### src/rtl/weight_fetch.sv
// Fetches one 4-kernel x 9-tap weight set per request, one weight per read.
// It packs the kernels into shadow registers and publishes them with a one-cycle load_done pulse.
module weight_fetch #(
  parameter int WEIGHT_WIDTH = 8,
  parameter int ADDR_WIDTH   = 12,
  parameter int RD_LAT       = 1
) (
  input  logic                      clk,
  input  logic                      rst,
  input  logic                      cfg_load,
  input  logic [ADDR_WIDTH-1:0]     base_addr,
  input  logic [7:0]                num_sets,
  input  logic                      load_start,
  output logic                      mem_rd_en,
  output logic [ADDR_WIDTH-1:0]     mem_addr,
  input  logic [WEIGHT_WIDTH-1:0]   mem_rdata,
  output logic [9*WEIGHT_WIDTH-1:0] weight0_out,
  output logic [9*WEIGHT_WIDTH-1:0] weight1_out,
  output logic [9*WEIGHT_WIDTH-1:0] weight2_out,
  output logic [9*WEIGHT_WIDTH-1:0] weight3_out,
  output logic                      load_done,
  output logic                      busy
);

  localparam int KW = 9 * WEIGHT_WIDTH;
  localparam int NW = 36;

  typedef enum logic [1:0] {IDLE, FETCH, DRAIN, DONE} state_t;

  state_t                  state;
  logic [ADDR_WIDTH-1:0]   base_reg;
  logic [7:0]              nsets_reg;
  logic [7:0]              set_idx;
  logic [7:0]              last_set;
  logic [13:0]             set_off;
  logic [5:0]              rd_cnt;
  logic [RD_LAT-1:0]       pv;
  logic [5:0]              pidx [RD_LAT];
  logic [NW*WEIGHT_WIDTH-1:0] shadow;
  logic [NW*WEIGHT_WIDTH-1:0] shadow_nxt;
  logic                    last_ret;

  assign set_off  = 14'(set_idx) * 14'd36;
  assign last_set = (nsets_reg == 8'd0) ? 8'd0 : nsets_reg - 8'd1;
  assign last_ret = pv[RD_LAT-1] && (pidx[RD_LAT-1] == 6'd35);

  // The final return lands on the same edge that enters DONE, so outputs load from the merged view.
  always_comb begin
    shadow_nxt = shadow;
    if (pv[RD_LAT-1]) begin
      for (int i = 0; i < NW; i++) begin
        if (pidx[RD_LAT-1] == 6'(i)) shadow_nxt[i*WEIGHT_WIDTH +: WEIGHT_WIDTH] = mem_rdata;
      end
    end
  end

  always_ff @(posedge clk or posedge rst) begin
    if (rst) begin
      state       <= IDLE;
      base_reg    <= '0;
      nsets_reg   <= '0;
      set_idx     <= '0;
      rd_cnt      <= '0;
      pv          <= '0;
      for (int i = 0; i < RD_LAT; i++) pidx[i] <= '0;
      shadow      <= '0;
      mem_rd_en   <= 1'b0;
      mem_addr    <= '0;
      weight0_out <= '0;
      weight1_out <= '0;
      weight2_out <= '0;
      weight3_out <= '0;
      load_done   <= 1'b0;
      busy        <= 1'b0;
    end else begin
      shadow    <= shadow_nxt;
      pv[0]     <= mem_rd_en;
      pidx[0]   <= rd_cnt;
      for (int i = 1; i < RD_LAT; i++) begin
        pv[i]   <= pv[i-1];
        pidx[i] <= pidx[i-1];
      end
      load_done <= 1'b0;
      case (state)
        IDLE: begin
          if (cfg_load) begin
            base_reg  <= base_addr;
            nsets_reg <= num_sets;
            set_idx   <= '0;
          end else if (load_start) begin
            state     <= FETCH;
            rd_cnt    <= '0;
            mem_rd_en <= 1'b1;
            mem_addr  <= base_reg + ADDR_WIDTH'(set_off);
            busy      <= 1'b1;
          end
        end
        FETCH: begin
          if (rd_cnt == 6'd35) begin
            mem_rd_en <= 1'b0;
            state     <= DRAIN;
          end else begin
            rd_cnt   <= rd_cnt + 6'd1;
            mem_addr <= mem_addr + ADDR_WIDTH'(1);
          end
        end
        DRAIN: begin
          if (last_ret) begin
            state       <= DONE;
            load_done   <= 1'b1;
            weight0_out <= shadow_nxt[0*KW +: KW];
            weight1_out <= shadow_nxt[1*KW +: KW];
            weight2_out <= shadow_nxt[2*KW +: KW];
            weight3_out <= shadow_nxt[3*KW +: KW];
          end
        end
        DONE: begin
          state   <= IDLE;
          busy    <= 1'b0;
          set_idx <= (set_idx == last_set) ? 8'd0 : set_idx + 8'd1;
        end
        default: state <= IDLE;
      endcase
    end
  end

endmodule

### config.mk
export PLATFORM = sky130hd
export DESIGN_NAME = weight_fetch
export DESIGN_NICKNAME = d
export VERILOG_FILES = /design/src/rtl/weight_fetch.sv
export SDC_FILE = /design/constraint.sdc
export NUM_CORES = 1
export LEC_CHECK = 0
export BUFFER_PORTS_ARGS = -buffer_cell sky130_fd_sc_hd__buf_2
export CAP_MARGIN = 10
export CORE_MARGIN = 3
export CORE_UTILIZATION = 55
export CTS_CLUSTER_DIAMETER = 30
export DETAILED_ROUTE_END_ITERATION = 6
export PLACE_DENSITY = 0.82
export SLEW_MARGIN = 20
export SYNTH_ARGS = -nofsm -noshare
export SYNTH_HDL_FRONTEND = slang
export SYNTH_SLANG_ARGS = --single-unit
export TNS_END_PERCENT = 1
### constraint.sdc
create_clock -name clk -period 20.3 [get_ports clk]
set_input_delay 1.015 -clock clk [delete_from_list [all_inputs] [get_ports clk]]
set_output_delay 1.015 -clock clk [all_outputs]
set_load 0.05 [all_outputs]
==> results of run 1 <==
[placed cells by master, fill, tap and decap left out, types with 3 or more instances in the layout]
cell and n:
clkinv_2 13, bufinv_16 19, clkbuf_16 112, a211oi_1 5, nor2_1 296, xor2_1 8, nand3_1 15, a21o_1 5
o21ai_0 35, dfrtp_1 626, xnor2_1 10, mux2_2 301, nand2b_1 4, clkinvlp_4 16, nand2_1 656, inv_1 12
clkbuf_1 12, and3_1 4, buf_2 333, or4_1 3, nor3_1 19, nor2b_1 9, o31ai_1 4, clkbuf_8 17
buf_4 12, and3b_1 4, a21oi_1 33, inv_6 5, mux2i_1 5, o22ai_1 3, clkinv_4 7, ha_1 27
[critical path: cells and delay by family]
kind / cells / cell delay (ps)
buf+inv: 5 / 3360
[worst paths after layout]
path / startpoint / endpoint / slack (ps) / cells past startpoint
setup / recovery: rst / base_reg[2]$_DFFE_PP0P_ / 16360 / 5
hold / removal: rd_cnt[1]$_DFFE_PP0P_ / pidx[1]$_DFF_PP0_ / 430 / 0
setup reg to reg: pidx[0]$_DFF_PP0_ / weight3_out[3]$_DFFE_PP0P_ / 16440 / 7
hold reg to reg: rd_cnt[1]$_DFFE_PP0P_ / pidx[1]$_DFF_PP0_ / 430 / 0
max in group clk: pidx[0]$_DFF_PP0_ / weight3_out[3]$_DFFE_PP0P_ / 16440 / 7
min in group asynchronous: rst / weight2_out[43]$_DFFE_PP0P_ / 570 / 2
[kinds of logic after synthesis]
group | count (synthesis)
simple gates | 1029
flops | 626
mux | 307
buf+inv | 135
compound gates | 101
fa+ha+maj | 29
xor+xnor | 18
[final cells by class]
cell class / count / area [um2]
Sequential cell: 626 / 15670
Antenna cell: 1 / 2.502
Tap cell: 592 / 740.7
Multi-Input combinational cell: 1484 / 8678
Clock buffer: 141 / 3082
Inverter: 14 / 67.56
Timing Repair Buffer: 347 / 1788
Clock inverter: 62 / 897.1
Fill cell: 2898 / 13490
[power by group through the flow]
stage,clock network (mW),registers (mW),logic (mW)
finish,1.95,1.44,0.516
global route,2.03,1.45,0.564
CTS,1.96,1.44,0.515
detailed placement,0,1.46,0.503
global placement,0,1.45,0.481
floorplan,0,1.49,0.343
[metrics by stage]
step           hold WS, ps  instance area [um2]
6_report             426.9                30920
5_1_grt              449.5                30920
4_1_cts              430.6                30910
3_5_place_dp         419.8                26930
3_3_place_gp         426.4                26930
2_1_floorplan        397.9                24840
[routing by layer]
| layer | track usage [%] | part of all wire (%) | vias to the layer above |
|---|---|---|---|
| met5 | 0 | 0 | - |
| met4 | 13.18 | 3.7 | 0 |
| met3 | 6.354 | 7.5 | 143 |
| met2 | 47.10 | 50 | 774 |
| met1 | 35.33 | 39 | 9288 |
| li1 | - | - | 8018 |
==> impl_metrics.env, run 1 <==
export IMPL_drc=0
export IMPL_cts_tree="done"
export IMPL_cts_resized=0
export IMPL_leakage_nw=14.61
export IMPL_yosys_top_cells_area="dfrtp_1 63%, mux2_2 14%, nand2_1 9.9%"
export IMPL_grt_setup_unrepaired="false"
export IMPL_synth_common_cells="656 x nand2_1, 626 x dfrtp_1, 301 x mux2_2"
export IMPL_synthXorXnorAreaFrac_pct=0.6346
export IMPL_fin_crit_ps=3941
export IMPL_fin_skew_ps=25.36
export IMPL_drive_gt1_share_pct=31.79
export IMPL_die_w_um=218.5
export IMPL_seqPwrFrac_pct=36.9
export IMPL_rows=77
export IMPL_portBuffers=334
export IMPL_clk_path_buf_depth=3
export IMPL_hold_viol_final=0
export IMPL_ys_flop_type="dfrtp_1"
export IMPL_numCtsBuffers=110
export IMPL_largest_reg_flops=280
export IMPL_die_area_mm2=0.04775
export IMPL_cts_hold_buf=0
export IMPL_final_nets=2644
export IMPL_start_util_pct=55.93
export IMPL_synth_compound_area_share_pct=2.493
export IMPL_viasPerCell=5.578
export IMPL_synth_seq_area_share_pct=63.06
export IMPL_cp_slowest_stage_delay_ps=880
export IMPL_combPwrFrac_pct=13.2
export IMPL_fin_crit_sh_pct=19.42
export IMPL_status="finished, final reports clean"
export IMPL_synth_top_area_share_pct=63.06
export IMPL_startpoint_type="input pin"
export IMPL_grtUsageTotal_pct=28.27
export IMPL_wirelength_um=67270
export IMPL_path_cells="buf_2, inv_8, buf_4, buf_4, buf_4"
export IMPL_gp_congestion=0.8728
export IMPL_synth_most_common_cell="nand2_1"
export IMPL_drt_pass1_iterations=7
export IMPL_fmaxAchievable_mhz=253.7
export IMPL_syn_num_nets=2306
export IMPL_syn_inst=2245
export IMPL_grt_max_degree=189
export IMPL_tightest_slew_ps=1184
export IMPL_synth_edf_count=0
export IMPL_fin_setup_tns_ps=0
export IMPL_dr_first_iter_drc_count=1517
export IMPL_final_cells=3267
export IMPL_clockRootBuffer="clkbuf_16"
export IMPL_syn_cell_area_mm2=0.02484
export IMPL_coreArea_mm2=0.04441
export IMPL_dp_cells=3063
export IMPL_finish_utilization_pct=69.62
export IMPL_power_share_clock_pct=49.8
export IMPL_p_int_mw=2.869
export IMPL_crit_slowest_cell="buf_4"
export IMPL_synth_top_family_by_area="simple AND/OR/NAND/NOR gates"
export IMPL_muxShareOfSynthArea_pct=13.89
export IMPL_grt_ovfl_total=0
export IMPL_ys_async_sr_fraction_pct=100.0
export IMPL_cp_max_fo=141
export IMPL_grt_pass1_vias=19146
export IMPL_clock_latency_ps=650
export IMPL_htreeDepth=3
export IMPL_yosys_area_share_simple_pct=16.33
export IMPL_num_vias=18223
export IMPL_p_total_mw=3.904
export IMPL_antenna_found_initial=1
export IMPL_swShare_pct=26.51
export IMPL_power_net_switching_mw=1.035
export IMPL_post_cts_buffers=0
export IMPL_cts_sinks=626
export IMPL_grt_pass1_wl_um=104900
export IMPL_largest_register="shadow"
export IMPL_drtAntennaViolNets=0
export IMPL_syn_area_per_cell_um2=11.07
export IMPL_synthAdderAreaFrac_pct=1.521
export IMPL_crit_arrival_ps=4550
export IMPL_wl_per_cell_um=20.59
export IMPL_yosysWarnings=0
export IMPL_preCtsSetupSlack_ps=15520
export IMPL_path_class="input pin to asynchronous set/reset pin"
export IMPL_synth_cell_types=54
export IMPL_report_final_slew_viol_count=0
export IMPL_cpMostUsedCell="buf_4"
export IMPL_power_density_mw_per_mm2=126.2
export IMPL_ys_ff_latch=626
export IMPL_area_growth_pct=24.47
export IMPL_worstHoldPathType="flip-flop to flip-flop"
export IMPL_setup_violations=0
export IMPL_final_setup_worst_slack_ps=16360
export IMPL_dieHeight_um=218.5
export IMPL_worstPathRequired_ps=20910
export IMPL_ir_worst_vdd_mv=0.1259
export IMPL_slew_headroom_pct=21.05
export IMPL_dp_hpwl_um=39240
export IMPL_synth_area_leader_cell="dfrtp_1"
export IMPL_cap_violations=0
export IMPL_endpoint_kind="asynchronous set/reset pin"
export IMPL_path_clk_slew_ps=50
export IMPL_io_pin_count=335
No activity file was read; power rests on OpenSTA's default activity.
==> run 2: changes to the inputs <==
==> constraint.sdc (replaced) <==
create_clock -name clk -period 3.9 [get_ports clk]
set_input_delay 0.195 -clock clk [delete_from_list [all_inputs] [get_ports clk]]
set_output_delay 0.195 -clock clk [all_outputs]
set_load 0.05 [all_outputs]
==> impl_metrics.env, run 2 (same netlist as run 1, synthesis figures left out) <==
export IMPL_grt_max_degree=204
export IMPL_hold_path_end="mem_rd_en$_DFFE_PP0P_"
export IMPL_grt_ovfl_total=0
export IMPL_fin_crit_sh_pct=84.30
export IMPL_fin_crit_ps=3288
export IMPL_startpoint_type="flip-flop"
export IMPL_regArea_mm2=0.01567
export IMPL_cts_resized=0
export IMPL_cts_tree="done"
export IMPL_path_class="flip-flop to flip-flop"
export IMPL_cap_violations=0
export IMPL_endpoint_kind="flip-flop"
export IMPL_status="finished, final reports clean"
export IMPL_coreArea_mm2=0.04441
export IMPL_ir_worst_vdd_mv=0.6317
export IMPL_leakage_nw=14.77
export IMPL_post_cts_buffers=0
export IMPL_grtUsageTotal_pct=28.71
export IMPL_start_util_pct=55.93
export IMPL_layout_common_cells="656 x nand2_1, 626 x dfrtp_1, 332 x buf_2"
export IMPL_p_int_mw=14.67
export IMPL_setup_violations=0
export IMPL_r2r_worst_path_cells=8
export IMPL_power_net_switching_mw=5.433
export IMPL_swShare_pct=27.03
export IMPL_clock_latency_ps=650
export IMPL_grt_pass1_wl_um=106600
export IMPL_htreeDepth=3
export IMPL_die_area_mm2=0.04775
export IMPL_dp_cells=3076
export IMPL_multi_input_area_mm2=0.008678
export IMPL_die_w_um=218.5
export IMPL_power_share_clock_pct=49.2
export IMPL_hold_depth=5
export IMPL_n_fill_cell=2887
export IMPL_final_cells=3300
export IMPL_largest_reg_flops=280
export IMPL_wl_per_cell_um=20.78
export IMPL_min_from="cfg_load"
export IMPL_r2r_end="set_idx[2]$_DFFE_PP0P_"
export IMPL_fin_skew_ps=28.65
export IMPL_dpl_cell_area_mm2=0.02709
export IMPL_worstPathRequired_ps=4380
export IMPL_drive_gt1_share_pct=31.79
export IMPL_wirelength_um=68570
export IMPL_hold_viol_final=0
export IMPL_drt_pass1_iterations=7
export IMPL_final_cell_area_mm2=0.03122
export IMPL_slew_headroom_pct=23.78
export IMPL_drc=0
export IMPL_clk_path_buf_depth=3
export IMPL_rows=77
export IMPL_numCtsBuffers=108
export IMPL_grt_setup_unrepaired="false"
export IMPL_r2r_start="nsets_reg[0]$_DFFE_PP0P_"
export IMPL_tightest_slew_ps=1143
export IMPL_combPwrFrac_pct=13.5
export IMPL_final_nets=2679
export IMPL_viasPerCell=5.631
export IMPL_path_clk_slew_ps=50
export IMPL_p_total_mw=20.10
export IMPL_drtAntennaViolNets=0
export IMPL_diodes=0
export IMPL_portBuffers=334
export IMPL_antenna_found_initial=0
export IMPL_dieHeight_um=218.5
export IMPL_fmaxAchievable_mhz=304.2
export IMPL_crit_arrival_ps=3770
export IMPL_area_growth_pct=25.68
export IMPL_gp_congestion=0.8775
export IMPL_finish_utilization_pct=70.29
export IMPL_grt_pass1_vias=19411
export IMPL_cts_sinks=626
export IMPL_layout_commonest_cell="nand2_1"
export IMPL_worstHoldPathType="input pin to flip-flop"
export IMPL_cp_max_fo=8
export IMPL_dp_hpwl_um=39360
export IMPL_largest_register="shadow"
export IMPL_power_density_mw_per_mm2=643.8
export IMPL_r2r_slack_ps=610
export IMPL_num_vias=18582
export IMPL_report_final_slew_viol_count=0
export IMPL_io_pin_count=335
export IMPL_seqPwrFrac_pct=37.3
export IMPL_clockRootBuffer="clkbuf_16"
export IMPL_dr_first_iter_drc_count=1690
==> run 2: cell types whose count changed in the layout (fill, tap and decap cells not counted), moves of 2 or more <==
cell,change
buf_12,+6
buf_4,+10
clkbuf_16,-3
clkbuf_8,-7
clkinv_2,+6
clkinv_4,+2
clkinvlp_4,-5
dlygate4sd3_1,+22
inv_16,+2
inv_6,+2
==> run 2: how the worst max path moves through the flow <==
stage	from	to	slack, ps	cells after the start
floorplan	rst	base_reg[0]$_DFFE_PP0P_	-4840	1
global placement	set_idx[1]$_DFFE_PP0P_	mem_addr[11]$_DFFE_PP0P_	650	11
detailed placement	set_idx[1]$_DFFE_PP0P_	mem_addr[11]$_DFFE_PP0P_	660	11
CTS	nsets_reg[0]$_DFFE_PP0P_	set_idx[2]$_DFFE_PP0P_	610	8
global route	nsets_reg[0]$_DFFE_PP0P_	set_idx[4]$_DFFE_PP0P_	430	8
finish	nsets_reg[0]$_DFFE_PP0P_	set_idx[2]$_DFFE_PP0P_	610	8
==> run 2: worst max-delay path, stage by stage (launching register included) <==
cell	delay (ps)
dfrtp_1	450
inv_1	90
ha_1	230
or4b_1	520
or4b_1	520
and3_1	180
or4_4	420
o41ai_4	540
o21ai_0	180
==> run 2: power by group through the flow <==
stage / logic [mW] / registers [mW] / clock network [mW]
floorplan: 1.78 / 7.73 / 0
global placement: 2.54 / 7.54 / 0
detailed placement: 2.65 / 7.57 / 0
CTS: 2.70 / 7.49 / 9.97
global route: 2.97 / 7.55 / 10.3
finish: 2.71 / 7.50 / 9.89
==> run 2: metal layers <==
layer	track usage (%)	vias to the layer above	wire (um)
met4	12.83	0	2398
met5	0	-	0
met3	6.438	167	5422
met2	47.74	904	34110
met1	36.24	9451	26640
li1	-	8060	-
==> run 2: area by class of cell <==
class	count	share of cell area (%)
Clock buffer	132	9.334
Clock inverter	68	3.022
Inverter	14	0.2044
Multi-Input combinational cell	1484	27.80
Sequential cell	626	50.18
Tap cell	592	2.373
Timing Repair Buffer	384	7.094
==> run 2: what timing repair did <==
item,4_1_cts,5_1_grt
endpoints found under the setup margin,0,0
hold buffers,22,0
endpoints found under the hold margin,42,0
==> run 2: per-stage QoR <==
stage	setup slack (ps)	setup TNS (ps)	hold slack, ps
CTS	614.0	0	49.40
global placement	647.9	0	425.4
floorplan	-4842	-3031030	345.6
global route	431.1	0	131.1
detailed placement	660.6	0	430.9
finish	612.2	0	108.5
==> run 3: changes to the inputs <==
--- a/config.mk
+++ b/config.mk
@@ -5,6 +5,7 @@
 export SDC_FILE = /design/constraint.sdc
 export NUM_CORES = 1
 export LEC_CHECK = 0
+export ABC_AREA = 1
 export BUFFER_PORTS_ARGS = -buffer_cell sky130_fd_sc_hd__buf_2
 export CAP_MARGIN = 10
 export CORE_MARGIN = 3
==> constraint.sdc (replaced) <==
create_clock -name clk -period 3.27 [get_ports clk]
set_input_delay 0.1635 -clock clk [delete_from_list [all_inputs] [get_ports clk]]
set_output_delay 0.1635 -clock clk [all_outputs]
set_load 0.05 [all_outputs]
==> impl_metrics.env, run 3 <==
export IMPL_synth_common_cells="1255 x nand2_1, 626 x dfrtp_1, 143 x o21ai_0"
export IMPL_startpoint_type="flip-flop"
export IMPL_post_cts_buffers=0
export IMPL_cts_tree="done"
export IMPL_drc=0
export IMPL_die_area_mm2=0.04730
export IMPL_syn_inst=2669
export IMPL_fin_crit_sh_pct=91.03
export IMPL_cp_max_fo=215
export IMPL_grt_pass1_vias=20918
export IMPL_num_vias=20572
export IMPL_ys_async_sr_fraction_pct=100.0
export IMPL_synth_edf_count=0
export IMPL_cts_sinks=626
export IMPL_grtUsageTotal_pct=29.89
export IMPL_largest_register="shadow"
export IMPL_grt_ovfl_total=0
export IMPL_yosys_top_cells_area="dfrtp_1 64%, nand2_1 19%, o21ai_0 2.9%"
export IMPL_diodes=0
export IMPL_final_nets=3098
export IMPL_preCtsSetupSlack_ps=360.7
export IMPL_drtAntennaViolNets=0
export IMPL_clockRootBuffer="clkbuf_16"
export IMPL_grt_max_degree=216
export IMPL_portBuffers=334
export IMPL_largest_reg_flops=280
export IMPL_worstHoldPathType="input pin to flip-flop"
export IMPL_status="finished, final reports clean"
export IMPL_report_final_slew_viol_count=0
export IMPL_path_clk_slew_ps=50
export IMPL_tightest_slew_ps=1193
export IMPL_dp_cells=3491
export IMPL_gp_congestion=0.8903
export IMPL_fin_skew_ps=28.85
export IMPL_synth_seq_area_share_pct=63.69
export IMPL_worstPathRequired_ps=3820
export IMPL_wirelength_um=70930
export IMPL_drt_pass1_iterations=5
export IMPL_viasPerCell=5.544
export IMPL_ir_worst_vdd_mv=0.5666
export IMPL_layout_commonest_cell="nand2_1"
export IMPL_coreArea_mm2=0.04365
export IMPL_cts_hold_buf=22
export IMPL_grt_pass1_wl_um=111800
export IMPL_syn_cell_area_mm2=0.02460
export IMPL_crit_arrival_ps=3530
export IMPL_syn_area_per_cell_um2=9.216
export IMPL_dieHeight_um=217.5
export IMPL_dr_first_iter_drc_count=2008
export IMPL_slew_headroom_pct=20.44
export IMPL_hold_ws_ps=58.57
export IMPL_path_class="flip-flop to flip-flop"
export IMPL_final_cells=3711
export IMPL_numCtsBuffers=107
export IMPL_htreeDepth=3
export IMPL_fin_setup_tns_ps=0
export IMPL_hold_viol_final=0
export IMPL_layout_common_cells="1255 x nand2_1, 626 x dfrtp_1, 334 x buf_2"
export IMPL_synth_most_common_cell="nand2_1"
export IMPL_io_pin_count=335
export IMPL_yosysWarnings=0
export IMPL_synth_cell_types=42
export IMPL_die_w_um=217.5
export IMPL_start_util_pct=56.36
export IMPL_antenna_found_initial=0
export IMPL_cap_violations=0
export IMPL_drive_gt1_share_pct=19.74
export IMPL_endpoint_kind="flip-flop"
export IMPL_setup_violations=0
export IMPL_rows=76
export IMPL_cts_resized=0
export IMPL_leakage_nw=14.67
export IMPL_synth_top_area_share_pct=63.69
export IMPL_area_growth_pct=25.29
export IMPL_fin_crit_ps=2977
export IMPL_p_total_mw=24.75
export IMPL_clock_latency_ps=640
export IMPL_grt_setup_unrepaired="false"
export IMPL_fmaxAchievable_mhz=335.9
export IMPL_synth_area_leader_cell="dfrtp_1"
export IMPL_clk_path_buf_depth=3
export IMPL_final_setup_worst_slack_ps=293.3
export IMPL_ys_flop_type="dfrtp_1"
export IMPL_syn_num_nets=2730
export IMPL_ys_ff_latch=626
export IMPL_dp_hpwl_um=41720
export IMPL_wl_per_cell_um=19.11
export IMPL_power_density_mw_per_mm2=803.1
## run 3: cell count changes after synthesis, sizes merged, moves of 35 or more
cell | previous run | this run
nand2 | 656 | 1265
inv | 14 | 71
nor2 | 296 | 84
o21ai | 35 | 294
buf | 7 | 58
mux2 | 301 | 11
nand3 | 16 | 51
clkbuf | 114 | 74
## run 3: critical path, cell delays in order, from the launching register on
cell and delay, ps:
dfrtp_1 380, inv_1 90, ha_1 260, nand3_4 150, buf_12 490, buf_4 800, nand2_1 140, nand2_1 130
## run 3: area by class of cell
| cell class | count | area (um2) |
|---|---|---|
| Fill cell | 3001 | 12830 |
| Multi-Input combinational cell | 1839 | 8064 |
| Inverter | 72 | 282.8 |
| Clock inverter | 68 | 834.6 |
| Sequential cell | 626 | 15670 |
| Tap cell | 585 | 732.0 |
| Clock buffer | 130 | 2948 |
| Timing Repair Buffer | 391 | 2292 |
## run 3: stage by stage
step	cell area (um2)	utilization, %
after global placement	26810	61.43
after global routing	30820	70.61
final	30820	70.61
after floorplan	24600	-
after detailed placement	26810	61.43
after CTS	30820	70.61
## run 3: cell families after synthesis
family | after synthesis | share of synthesized area [%]
buffers and inverters | 204 | 3.561
xor gates and xnor gates | 12 | 0.4273
AOI/OAI and AO/OA | 359 | 7.686
and+or+nand+nor | 1428 | 22.60
DFF | 626 | 63.69
adders and majority gates | 29 | 1.536
muxes | 11 | 0.5036
## run 3: path summary, 6_finish.rpt
path                            slack [ps]  depth (start not counted)                           to                   from
worst min-delay path                    60                          6             busy$_DFFE_PP0P_               cfg_load
worst max register to register         290                          7  weight2_out[49]$_DFFE_PP0P_   state[0]$_DFFE_PP0P_
max in group asynchronous             1850                          4      mem_addr[6]$_DFFE_PP0P_                    rst
worst max-delay path                   290                          7  weight2_out[49]$_DFFE_PP0P_   state[0]$_DFFE_PP0P_
worst min register to register         430                          0                 pv$_DFF_PP0_  mem_rd_en$_DFFE_PP0P_
min in group asynchronous              170                          3  weight1_out[23]$_DFFE_PP0P_                    rst
## run 3: power breakdown
part / switching (mW) / total (mW) / internal (mW)
logic: 2.61 / 3.80 / 1.19
clock network: 4.00 / 11.5 / 7.50
registers: 0.573 / 9.45 / 8.88
total: 7.19 / 24.8 / 17.6
## run 3: per-layer routing
layer	wire length, um	vias to the layer above	global-route usage (%)
met5	0	-	0
li1	-	9240	-
met1	28030	10210	38.68
met2	35220	944	50.45
met3	5405	178	5.741
met4	2268	0	11.50
